`config.mk`:
```
export PLATFORM = sky130hd
export DESIGN_NAME = keccak_byte_packer
export DESIGN_NICKNAME = d
export VERILOG_FILES = /design/src/rtl/keccak_byte_packer.sv
export SDC_FILE = /design/constraint.sdc
export NUM_CORES = 1
export LEC_CHECK = 0
export ABC_AREA = 1
export ABC_CLOCK_PERIOD_IN_PS = 2150
export BUFFER_PORTS_ARGS = -buffer_cell sky130_fd_sc_hd__buf_2
export CAP_MARGIN = 5
export CORE_MARGIN = 1.5
export CORE_UTILIZATION = 50
export DETAILED_ROUTE_END_ITERATION = 16
export GPL_TIMING_DRIVEN = 1
export PLACE_DENSITY = 0.7
export SLEW_MARGIN = 20
export SYNTH_ARGS = -nofsm -noshare
export SYNTH_HDL_FRONTEND = slang
export SYNTH_SLANG_ARGS = --single-unit
```
`constraint.sdc`:
```
create_clock -name clk -period 2.15 [get_ports clk]
set_input_delay 0.43 -clock clk [delete_from_list [all_inputs] [get_ports clk]]
set_output_delay 0.43 -clock clk [all_outputs]
set_load 0.01 [all_outputs]
```
`src/rtl/keccak_byte_packer.sv`:
```
// Byte-stream front end for the keccak core: packs framed bytes into 32-bit
// words, pulses the core reset per message and applies the last-word padding rules.
module keccak_byte_packer #(
    parameter int RESET_CYCLES = 1
) (
    input  logic        clk,
    input  logic        reset,
    input  logic [7:0]  s_data,
    input  logic        s_valid,
    input  logic        s_last,
    input  logic        s_nodata,
    output logic        s_ready,
    output logic        k_reset,
    output logic [31:0] k_in,
    output logic        k_in_ready,
    output logic        k_is_last,
    output logic [1:0]  k_byte_num,
    input  logic        k_buffer_full,
    output logic        busy
);

    typedef enum logic [2:0] {IDLE, RST, ACC, PAD, DRAIN} state_t;

    state_t      state, state_nx;
    logic [3:0]  rst_cnt, rst_cnt_nx;
    logic [23:0] acc, acc_nx;
    logic [1:0]  cnt, cnt_nx;
    logic        pad_pend, pad_pend_nx;
    logic        k_reset_nx;
    logic [31:0] k_in_nx;
    logic        k_in_ready_nx;
    logic        k_is_last_nx;
    logic [1:0]  k_byte_num_nx;

    logic       xfer;
    logic       out_free;
    logic       accept;
    logic [2:0] n_last;

    // The newest byte sits in the low lane; move the n valid bytes to the top.
    function automatic logic [31:0] left_just(input logic [31:0] v, input logic [2:0] n);
        logic [31:0] r;
        case (n)
            3'd1:    r = {v[7:0], 24'h0};
            3'd2:    r = {v[15:0], 16'h0};
            3'd3:    r = {v[23:0], 8'h0};
            3'd4:    r = v;
            default: r = 32'h0;
        endcase
        return r;
    endfunction

    assign xfer     = k_in_ready && !k_buffer_full;
    assign out_free = !k_in_ready || !k_buffer_full;
    assign s_ready  = (state == ACC) && out_free;
    assign busy     = (state != IDLE);
    assign accept   = s_valid && s_ready;
    assign n_last   = {1'b0, cnt} + 3'd1;

    always_ff @(posedge clk or negedge reset) begin
        if (!reset) begin
            state      <= IDLE;
            rst_cnt    <= 4'd0;
            acc        <= 24'h0;
            cnt        <= 2'd0;
            pad_pend   <= 1'b0;
            k_reset    <= 1'b0;
            k_in       <= 32'h0;
            k_in_ready <= 1'b0;
            k_is_last  <= 1'b0;
            k_byte_num <= 2'd0;
        end else begin
            state      <= state_nx;
            rst_cnt    <= rst_cnt_nx;
            acc        <= acc_nx;
            cnt        <= cnt_nx;
            pad_pend   <= pad_pend_nx;
            k_reset    <= k_reset_nx;
            k_in       <= k_in_nx;
            k_in_ready <= k_in_ready_nx;
            k_is_last  <= k_is_last_nx;
            k_byte_num <= k_byte_num_nx;
        end
    end

    always_comb begin
        state_nx      = state;
        rst_cnt_nx    = rst_cnt;
        acc_nx        = acc;
        cnt_nx        = cnt;
        pad_pend_nx   = pad_pend;
        k_reset_nx    = k_reset;
        k_in_nx       = k_in;
        k_in_ready_nx = k_in_ready;
        k_is_last_nx  = k_is_last;
        k_byte_num_nx = k_byte_num;

        // A word leaving with nothing new behind it empties the output register.
        if (xfer) k_in_ready_nx = 1'b0;

        case (state)
            IDLE: begin
                if (s_valid) begin
                    state_nx   = RST;
                    k_reset_nx = 1'b1;
                    rst_cnt_nx = 4'(RESET_CYCLES);
                    acc_nx     = 24'h0;
                    cnt_nx     = 2'd0;
                end
            end
            RST: begin
                if (rst_cnt <= 4'd1) begin
                    k_reset_nx = 1'b0;
                    state_nx   = ACC;
                end else begin
                    rst_cnt_nx = rst_cnt - 4'd1;
                end
            end
            ACC: begin
                if (accept) begin
                    if (s_last && s_nodata) begin
                        k_in_nx       = left_just({8'h0, acc}, {1'b0, cnt});
                        k_in_ready_nx = 1'b1;
                        k_is_last_nx  = 1'b1;
                        k_byte_num_nx = cnt;
                        cnt_nx        = 2'd0;
                        state_nx      = DRAIN;
                    end else if (s_last) begin
                        k_in_nx       = left_just({acc, s_data}, n_last);
                        k_in_ready_nx = 1'b1;
                        cnt_nx        = 2'd0;
                        if (cnt == 2'd3) begin
                            // Aligned length: the core still needs an empty last word.
                            k_is_last_nx  = 1'b0;
                            k_byte_num_nx = 2'd0;
                            pad_pend_nx   = 1'b1;
                            state_nx      = PAD;
                        end else begin
                            k_is_last_nx  = 1'b1;
                            k_byte_num_nx = n_last[1:0];
                            state_nx      = DRAIN;
                        end
                    end else if (cnt == 2'd3) begin
                        k_in_nx       = {acc, s_data};
                        k_in_ready_nx = 1'b1;
                        k_is_last_nx  = 1'b0;
                        k_byte_num_nx = 2'd0;
                        cnt_nx        = 2'd0;
                    end else begin
                        acc_nx = {acc[15:0], s_data};
                        cnt_nx = cnt + 2'd1;
                    end
                end
            end
            PAD: begin
                if (out_free && pad_pend) begin
                    k_in_nx       = 32'h0;
                    k_in_ready_nx = 1'b1;
                    k_is_last_nx  = 1'b1;
                    k_byte_num_nx = 2'd0;
                    pad_pend_nx   = 1'b0;
                    state_nx      = DRAIN;
                end
            end
            DRAIN: begin
                if (xfer) begin
                    k_in_ready_nx = 1'b0;
                    k_is_last_nx  = 1'b0;
                    k_byte_num_nx = 2'd0;
                    state_nx      = IDLE;
                end
            end
            default: state_nx = IDLE;
        endcase
    end

endmodule

```
==> results.md, run 1 <==
Run status:
- The run finished with clean final reports.

Worst setup path:
- The data arrival time of the critical path is 2.19 ns.
- STA classifies the critical path startpoint as a flip-flop.
- The top fanout value on the critical path is 10.
- The most numerous cell type found on the critical path is sky130_fd_sc_hd__nand2_1.
- The required time at the endpoint of the critical path is 2.39 ns.
- The largest individual stage delay along the critical path comes from the cell sky130_fd_sc_hd__dfrtp_1.
- The beginning of the critical path is cnt[0]$_DFFE_PN0P_.
- Grouping stages by cell kind, the critical path spends the most delay in simple AND/OR/NAND/NOR gates.
- The worst register-to-register path begins at cnt[0]$_DFFE_PN0P_.
- The signal on the critical path passes through inv_1 > ha_1 > buf_4 > nand2_1 > nand2_1 > nor2_1 > nand2_1 > nand2_1 > nand2_1 > nand3_1 > nand2_1.
- The critical path class is reg -> reg.
- The worst stage delay on the critical path is 0.48 ns.
- The count of buffering cells on the critical path with inverters included is 2.
- The nature of the critical path endpoint is a flip-flop.

Drt:
- Dividing the detail-routed via count by the number of cells gives 5.374.
- The count of nets left with antenna violations after detail routing is 0.
- The average routed wire per standard cell is 14.56 um.
- The via count of the routed design is 4315.
- The number of detailed-route iterations in the first pass is 5.
- In this run, the number of DRC markers left after iteration 0 of detailed routing was 279.
- The remaining design rule violation count is 0.
- The total detailed-routing wirelength is 11690 um.

Logic synthesis:
- The synthesized netlist contains 30 unique library cells.
- The synthesized design contains 71 register bits.
- In this run, synthesis inferred 0 flip-flops with an integrated enable.
- Dividing the synthesized area by the synthesized cell count gives 6.734 sq um.
- The area share of the largest cell type after synthesis is 0.4084.
- The commonest cells after synthesis are sky130_fd_sc_hd__nand2_1, sky130_fd_sc_hd__dfrtp_1, sky130_fd_sc_hd__inv_1, sky130_fd_sc_hd__o21ai_0, sky130_fd_sc_hd__a21oi_1.
- The share of the Yosys chip area taken by registers is 0.4084.
- In the synthesized netlist the async set-or-reset flop fraction comes to 1.000.
- The net count after synthesis is 670.
- Of all cell types, the one taking the most synthesized area is sky130_fd_sc_hd__dfrtp_1.
- The combined area of all synthesized cells is 0.004350 sq mm.
- In the synthesized netlist the dominant register cell turns out to be sky130_fd_sc_hd__dfrtp_1.
- The most common cell in the synthesized netlist is sky130_fd_sc_hd__nand2_1.
- The synthesized instance count is 646.
- Yosys printed 0 warnings.
- Yosys attributes the largest share of cell area to sky130_fd_sc_hd__dfrtp_1, sky130_fd_sc_hd__nand2_1, sky130_fd_sc_hd__o21ai_0.

Pwr:
- The leakage power figure is 2.627 nW.
- The maximum ir drop on the vdd rail is 0.8964 mV.
- The power density relative to cell area is 1200 mW/mm^2.

Clock network:
- The post-CTS clock slew at the launch and capture registers of the worst setup and hold paths is 0.08 ns.
- Clock tree synthesis inserted a total of 9 buffers.
- The clock drives 71 sinks.
- The clock passes through at most 2 buffers.
- The TritonCTS clock tree is done.
- At the later pin of the worst-skew pair, clock insertion delay measures 0.35 ns.
- Gates resized during post-CTS repair numbered 0.
- The number of hold buffers added after cts is 0.
- The count of buffers added by post-CTS timing repair for setup is 0.
- The cell sitting at the root of the clock tree is a sky130_fd_sc_hd__clkbuf_8.
- The maximum level of the CTS H-tree is 3.

Cells and area:
- Of the cells placed in the final design, the portion with a size suffix greater than 1 is 0.1390.
- The register cell area after layout is 0.001777 sq mm.
- The antenna diode count is 0.
- After filler insertion, the fill cell instance count of the layout stands at 797.
- In the final design database the tool counted 718 nets.
- Compared with the post-synthesis result, the final layout area differs by 13.78%.
- In the final layout, the multi-input gates occupy 0.002190 sq mm.

Placed design:
- The quantity of I/O buffers inserted on ports is 52.
- At the end of routability-driven placement, the weighted congestion stood at 0.9421.
- The HPWL after detailed placement is 8175 um.

Timing:
- The count of final max-slew check failures came to 0.
- Summed over all failing endpoints, the final setup total negative slack is 0 ns.
- The worst clock skew on the final layout is 0.005267 ns.
- Static timing analysis puts the maximum clock frequency at 0.5140 GHz.
- Headroom to the max-slew limit came out at 0.6094.
- The final-report hold violation count was 0.
- The minimum period implied by the final worst setup slack is 1.946 ns.
- For the pin with the worst max-slew slack, the measured transition is 0.5859 ns.
- On the final layout, the worst hold slack is 0.07585 ns.
- In the finished design, the share of the clock period the worst path needs comes to 0.9049.
- Setup repair after global routing left no endpoint under its margin.
- Setup violations remaining at the end of the flow were counted as 0.

Floorplan:
- The area of the die is 0.009270 sq mm.
- The die span in y is 96.28 um.
- Row generation in the floorplan step produced 33 rows.
- 53 I/O pins were placed.
- For this configuration, the core starts out at a cell density of 0.5216.
- The core area is 0.008341 sq mm.
- From left edge to right edge, the die measures 96.28 um.

Global routing:
- Summed over all layers, the global routing overflow is 0.
- The first global-routing pass estimated 18970 um of wire.
- The total global routing track utilization is 0.2695.
- The initial antenna violation count is 0.
- The number of global-route vias before repair was 3952.
- Entering global routing, the biggest net connects 49 pins.

Run:
- The max-capacitance violation count is 0.

Min path:
- The tightest min-delay check is of the in -> async type.
[stage by stage]
stage                     power, mW  area [sq um]  cells  setup WS, ns    util
after floorplan               3.994          4350    646        0.4686       -
after global placement        4.831          4763    788        0.3190  0.5711
after detailed placement      4.882          4763    788        0.2426  0.5711
after CTS                     5.944          4950    803        0.2264  0.5935
after global routing          6.424          4950    803       0.03690  0.5935
final                         5.941          4950    803        0.2044  0.5935
[layout by cell type (no fill, tap or decap), types with 4 or more instances in the layout]
master	n
sky130_fd_sc_hd__o21ai_0	52
sky130_fd_sc_hd__nor2_1	45
sky130_fd_sc_hd__inv_2	4
sky130_fd_sc_hd__clkbuf_8	9
sky130_fd_sc_hd__a21oi_1	51
sky130_fd_sc_hd__buf_2	52
sky130_fd_sc_hd__buf_4	8
sky130_fd_sc_hd__o21ai_1	16
sky130_fd_sc_hd__dfrtp_1	71
sky130_fd_sc_hd__inv_1	55
sky130_fd_sc_hd__nand2_1	262
sky130_fd_sc_hd__nand4_1	4
sky130_fd_sc_hd__nand3_1	26
sky130_fd_sc_hd__buf_12	6
sky130_fd_sc_hd__ha_1	10
[final timing paths]
path / slack [ns] / to / cells after the start
max in group asynchronous: 1.52 / k_in[18]$_DFFE_PN0P_ / 2
worst max register to register: 0.20 / k_in[31]$_DFFE_PN0P_ / 11
worst min-delay path: 0.08 / k_in[5]$_DFFE_PN0P_ / 1
worst max-delay path: 0.20 / k_in[31]$_DFFE_PN0P_ / 11
min in group clk: 0.38 / k_in[0]$_DFFE_PN0P_ / 3
worst min register to register: 0.48 / k_in[29]$_DFFE_PN0P_ / 2
[report_power, final]
part	switching (mW)	internal [mW]	total [mW]
Clock	0.537	0.525	1.06
Combinational	1.83	0.930	2.76
Sequential	0.347	1.77	2.12
[area by class of cell]
class                           instances  share of cell area
Timing Repair Buffer                   66             0.08898
Clock inverter                          6             0.01264
Inverter                               60             0.04550
Sequential cell                        71              0.3589
Tap cell                              105             0.02654
Clock buffer                            9             0.02503
Multi-Input combinational cell        486              0.4424
[flip-flops by register name (all words and copies together) (netlist names)]
name        count
k_is_last       1
state           3
rst_cnt         4
acc            24
k_in           32
k_in_ready      1
pad_pend        1
k_reset         1
k_byte_num      2
cnt             2
[logic make-up after synthesis]
logic type	share of synthesized area
flip-flops	0.4084
AO/OA/AOI/OAI	0.1490
AND/OR/NAND/NOR	0.3256
buffers and inverters	0.08829
adder cells (fa/ha/maj)	0.02876
[metal layers]
layer | global-route usage | wire (um) | vias up
li1 | - | - | 2137
met1 | 0.3690 | 5376 | 2007
met2 | 0.4296 | 5362 | 154
met3 | 0.03160 | 731 | 17
met4 | 0.1127 | 219 | 0
met5 | 0 | 0 | -
(Power assumes the default switching activity.)
==> run 2: changes to the inputs <==
==> constraint.sdc (replaced) <==
create_clock -name clk -period 2.15 [get_ports clk]
set_input_delay 0.215 -clock clk [delete_from_list [all_inputs] [get_ports clk]]
set_output_delay 0.215 -clock clk [all_outputs]
set_load 0.01 [all_outputs]
==> results.md, run 2 (synthesized netlist as in run 1, its figures left out) <==
Run status:
- The run finished with clean final reports.

Clock network:
- The number of buffers created by CTS is 9.
- The maximum level of the CTS H-tree is 3.
- The count of buffers added by post-CTS timing repair for setup is 0.
- After clock tree synthesis, the repair step resized 0 gates.
- The clock root buffer is sky130_fd_sc_hd__clkbuf_8.
- For this design, the sink count on the clock tree is 71.
- The worst-case clock buffer depth is 2.
- TritonCTS built the clock tree.
- The clock latency at the later pin of the worst-skew pair is 0.35 ns.
- After clock tree synthesis, the flow added hold-fix buffers numbering 1.
- After clock tree synthesis, the clock-pin slew on the worst setup and hold paths is 0.08 ns.

Cells and area:
- The number of flip-flops under the largest register name is 32.
- The commonest non-fill, non-tap cell in the layout is sky130_fd_sc_hd__nand2_1.
- For this run, the post-layout net count is 720.
- Relative to the synthesized area, the layout overhead comes to 13.98%.
- The library cells used most frequently in the layout, excluding fill and tap cells, are sky130_fd_sc_hd__nand2_1, sky130_fd_sc_hd__dfrtp_1, sky130_fd_sc_hd__inv_1, sky130_fd_sc_hd__o21ai_0, sky130_fd_sc_hd__buf_2.
- The number of antenna diodes in the final layout is 0.
- The post-route cell area is 0.004959 sq mm.
- The final core utilization is 0.5945.
- k_in holds more flip-flops than any other register.
- The number of fill cells is 796.
- The share of final-layout standard cells stronger than drive strength 1 is 0.1384.
- The largest registers in the layout are k_in (32), acc (24), rst_cnt (4).

Timing:
- The worst clock skew on the final layout is 0.009391 ns.
- Of the available clock period, the critical path in the final layout requires 0.8829.
- The minimum period implied by the final worst setup slack is 1.898 ns.
- The slew at the pin closest to its max-slew limit is 0.5040 ns.
- The count of final max-slew check failures is 0.
- Measured against its own limit, the worst slew margin works out to 0.6632.
- Derived from the worst setup path, the maximum achievable clock frequency is 0.5268 GHz.
- The setup TNS is 0 ns.
- The final-report hold violation count is 0.
- On the final layout, the worst hold slack is 0.1748 ns.
- Setup violations remaining at the end of the flow were counted as 0.
- Setup repair after global routing left no endpoint under its margin.

Worst setup path:
- The signal on the critical path passes through inv_2 > nor2_4 > nand2_1 > a21oi_1 > buf_2.
- Of all nets on the critical path, the largest fanout is 12.
- The critical path startpoint category is a flip-flop.
- The slowest stage of the critical path is the sky130_fd_sc_hd__dfrtp_1 cell.
- For this run, the slowest stage of the critical path takes 0.42 ns.
- Data on the critical path is required at its endpoint by 1.93 ns.
- The critical path class is reg -> out.
- The data arrival time of the critical path is 1.68 ns.
- The nature of the critical path endpoint is an output port.

Pwr:
- The analysis attributes to cell leakage a power of 2.635 nW.
- Dividing total power by cell area gives a power density of 1203 mW/mm^2.
- The design draws 5.965 mW.
- Across the VDD grid, the largest voltage drop is 1.239 mV.

Global routing:
- The number of global-route vias before repair is 4118.
- For this run, global-route usage on met1 was measured as 0.3562.
- For met2 alone, demand over resource in global routing was 0.4519.
- For this run, global-route usage on met3 was measured as 0.04660.
- The maximum number of pins on one net before global-route repair is 49.
- The wire length of the first global-routing pass is 19330 um.
- The initial antenna violation count is 0.
- The remaining global-route overflow is 0.
- The total global routing track utilization is 0.2742.
- The most heavily used metal layer in global routing is met2.

Drt:
- The count of nets left with antenna violations after detail routing is 0.
- The mean number of vias per cell is 5.454.
- The number of detailed-route iterations in the first pass is 5.
- The total detailed-routing wirelength is 11800 um.
- In this run, the number of DRC markers left after iteration 0 of detailed routing was 345.
- The remaining design rule violation count is 0.
- Dividing the detail-routed wire length by the instance count gives 14.65 um.
- The via count of the routed design is 4396.

Floorplan:
- The total I/O pin count is 53.
- The initial utilization of the core area, before any placement, comes to 0.5216.
- The floorplan has 33 rows.
- The die span in y is 96.28 um.
- The area of the die is 0.009270 sq mm.
- The floorplan step defined a core boundary enclosing 0.008341 sq mm.
- The die is 96.28 um wide.

Min path:
- The worst hold path belongs to the class in -> reg.

Run:
- Across the run, the number of max-cap violations was 0.

Placed design:
- The quantity of I/O buffers inserted on ports is 52.
- The HPWL after detailed placement is 8250 um.
- At the end of routability-driven placement, the weighted congestion stood at 0.9411.
- In this run the cell area measured after placement is 0.004758 sq mm.
[run 2: critical path: cells and delay by family (launching register included)]
| family | cells | cell delay, ns |
|---|---|---|
| compound gates | 1 | 0.22 |
| simple gates | 2 | 0.45 |
| flops | 1 | 0.42 |
| buf+inv | 2 | 0.23 |
[run 2: area by class of cell]
type                       count  area, sq um  area share
tap                          105        131.4     0.02650
timing repair buffer          68        445.4     0.08983
clock inverter                 5        58.81     0.01186
inverter                      60        225.2     0.04542
multi-input combinational    486         2190      0.4416
sequential                    71         1777      0.3583
clock buffer                  11        131.4     0.02650
[run 2: layer usage]
metal	routed length [um]	vias up	part of all wire
li1	-	2145	-
met1	5113	2023	0.43
met2	5581	202	0.47
met3	860	26	0.073
met4	248	0	0.021
met5	0	-	0
[run 2: per-stage QoR]
stage / cells / worst slack, ns
after CTS: 806 / 0.2255
after global placement: 789 / 0.3467
after detailed placement: 789 / 0.3134
after global routing: 806 / 0.04254
after floorplan: 646 / 0.4855
final: 806 / 0.2518
[run 2: path summary, 6_finish.rpt]
check | startpoint | to | slack (ns) | depth (start not counted)
min in group asynchronous | reset | k_in[5]$_DFFE_PN0P_ | 0.22 | 2
hold reg to reg | k_in[31]$_DFFE_PN0P_ | k_in[31]$_DFFE_PN0P_ | 0.48 | 2
setup reg to reg | cnt[0]$_DFFE_PN0P_ | k_in[25]$_DFFE_PN0P_ | 0.28 | 11
max in group asynchronous | reset | acc[10]$_DFFE_PN0P_ | 1.47 | 3
hold / removal | s_data[0] | k_in[0]$_DFFE_PN0P_ | 0.17 | 3
setup / recovery | state[1]$_DFFE_PN0P_ | s_ready | 0.25 | 5
[run 2: report_power, final]
group / internal [mW] / total, mW / switching (mW)
clock network: 0.537 / 1.07 / 0.532
logic: 0.931 / 2.78 / 1.85
registers: 1.77 / 2.12 / 0.347
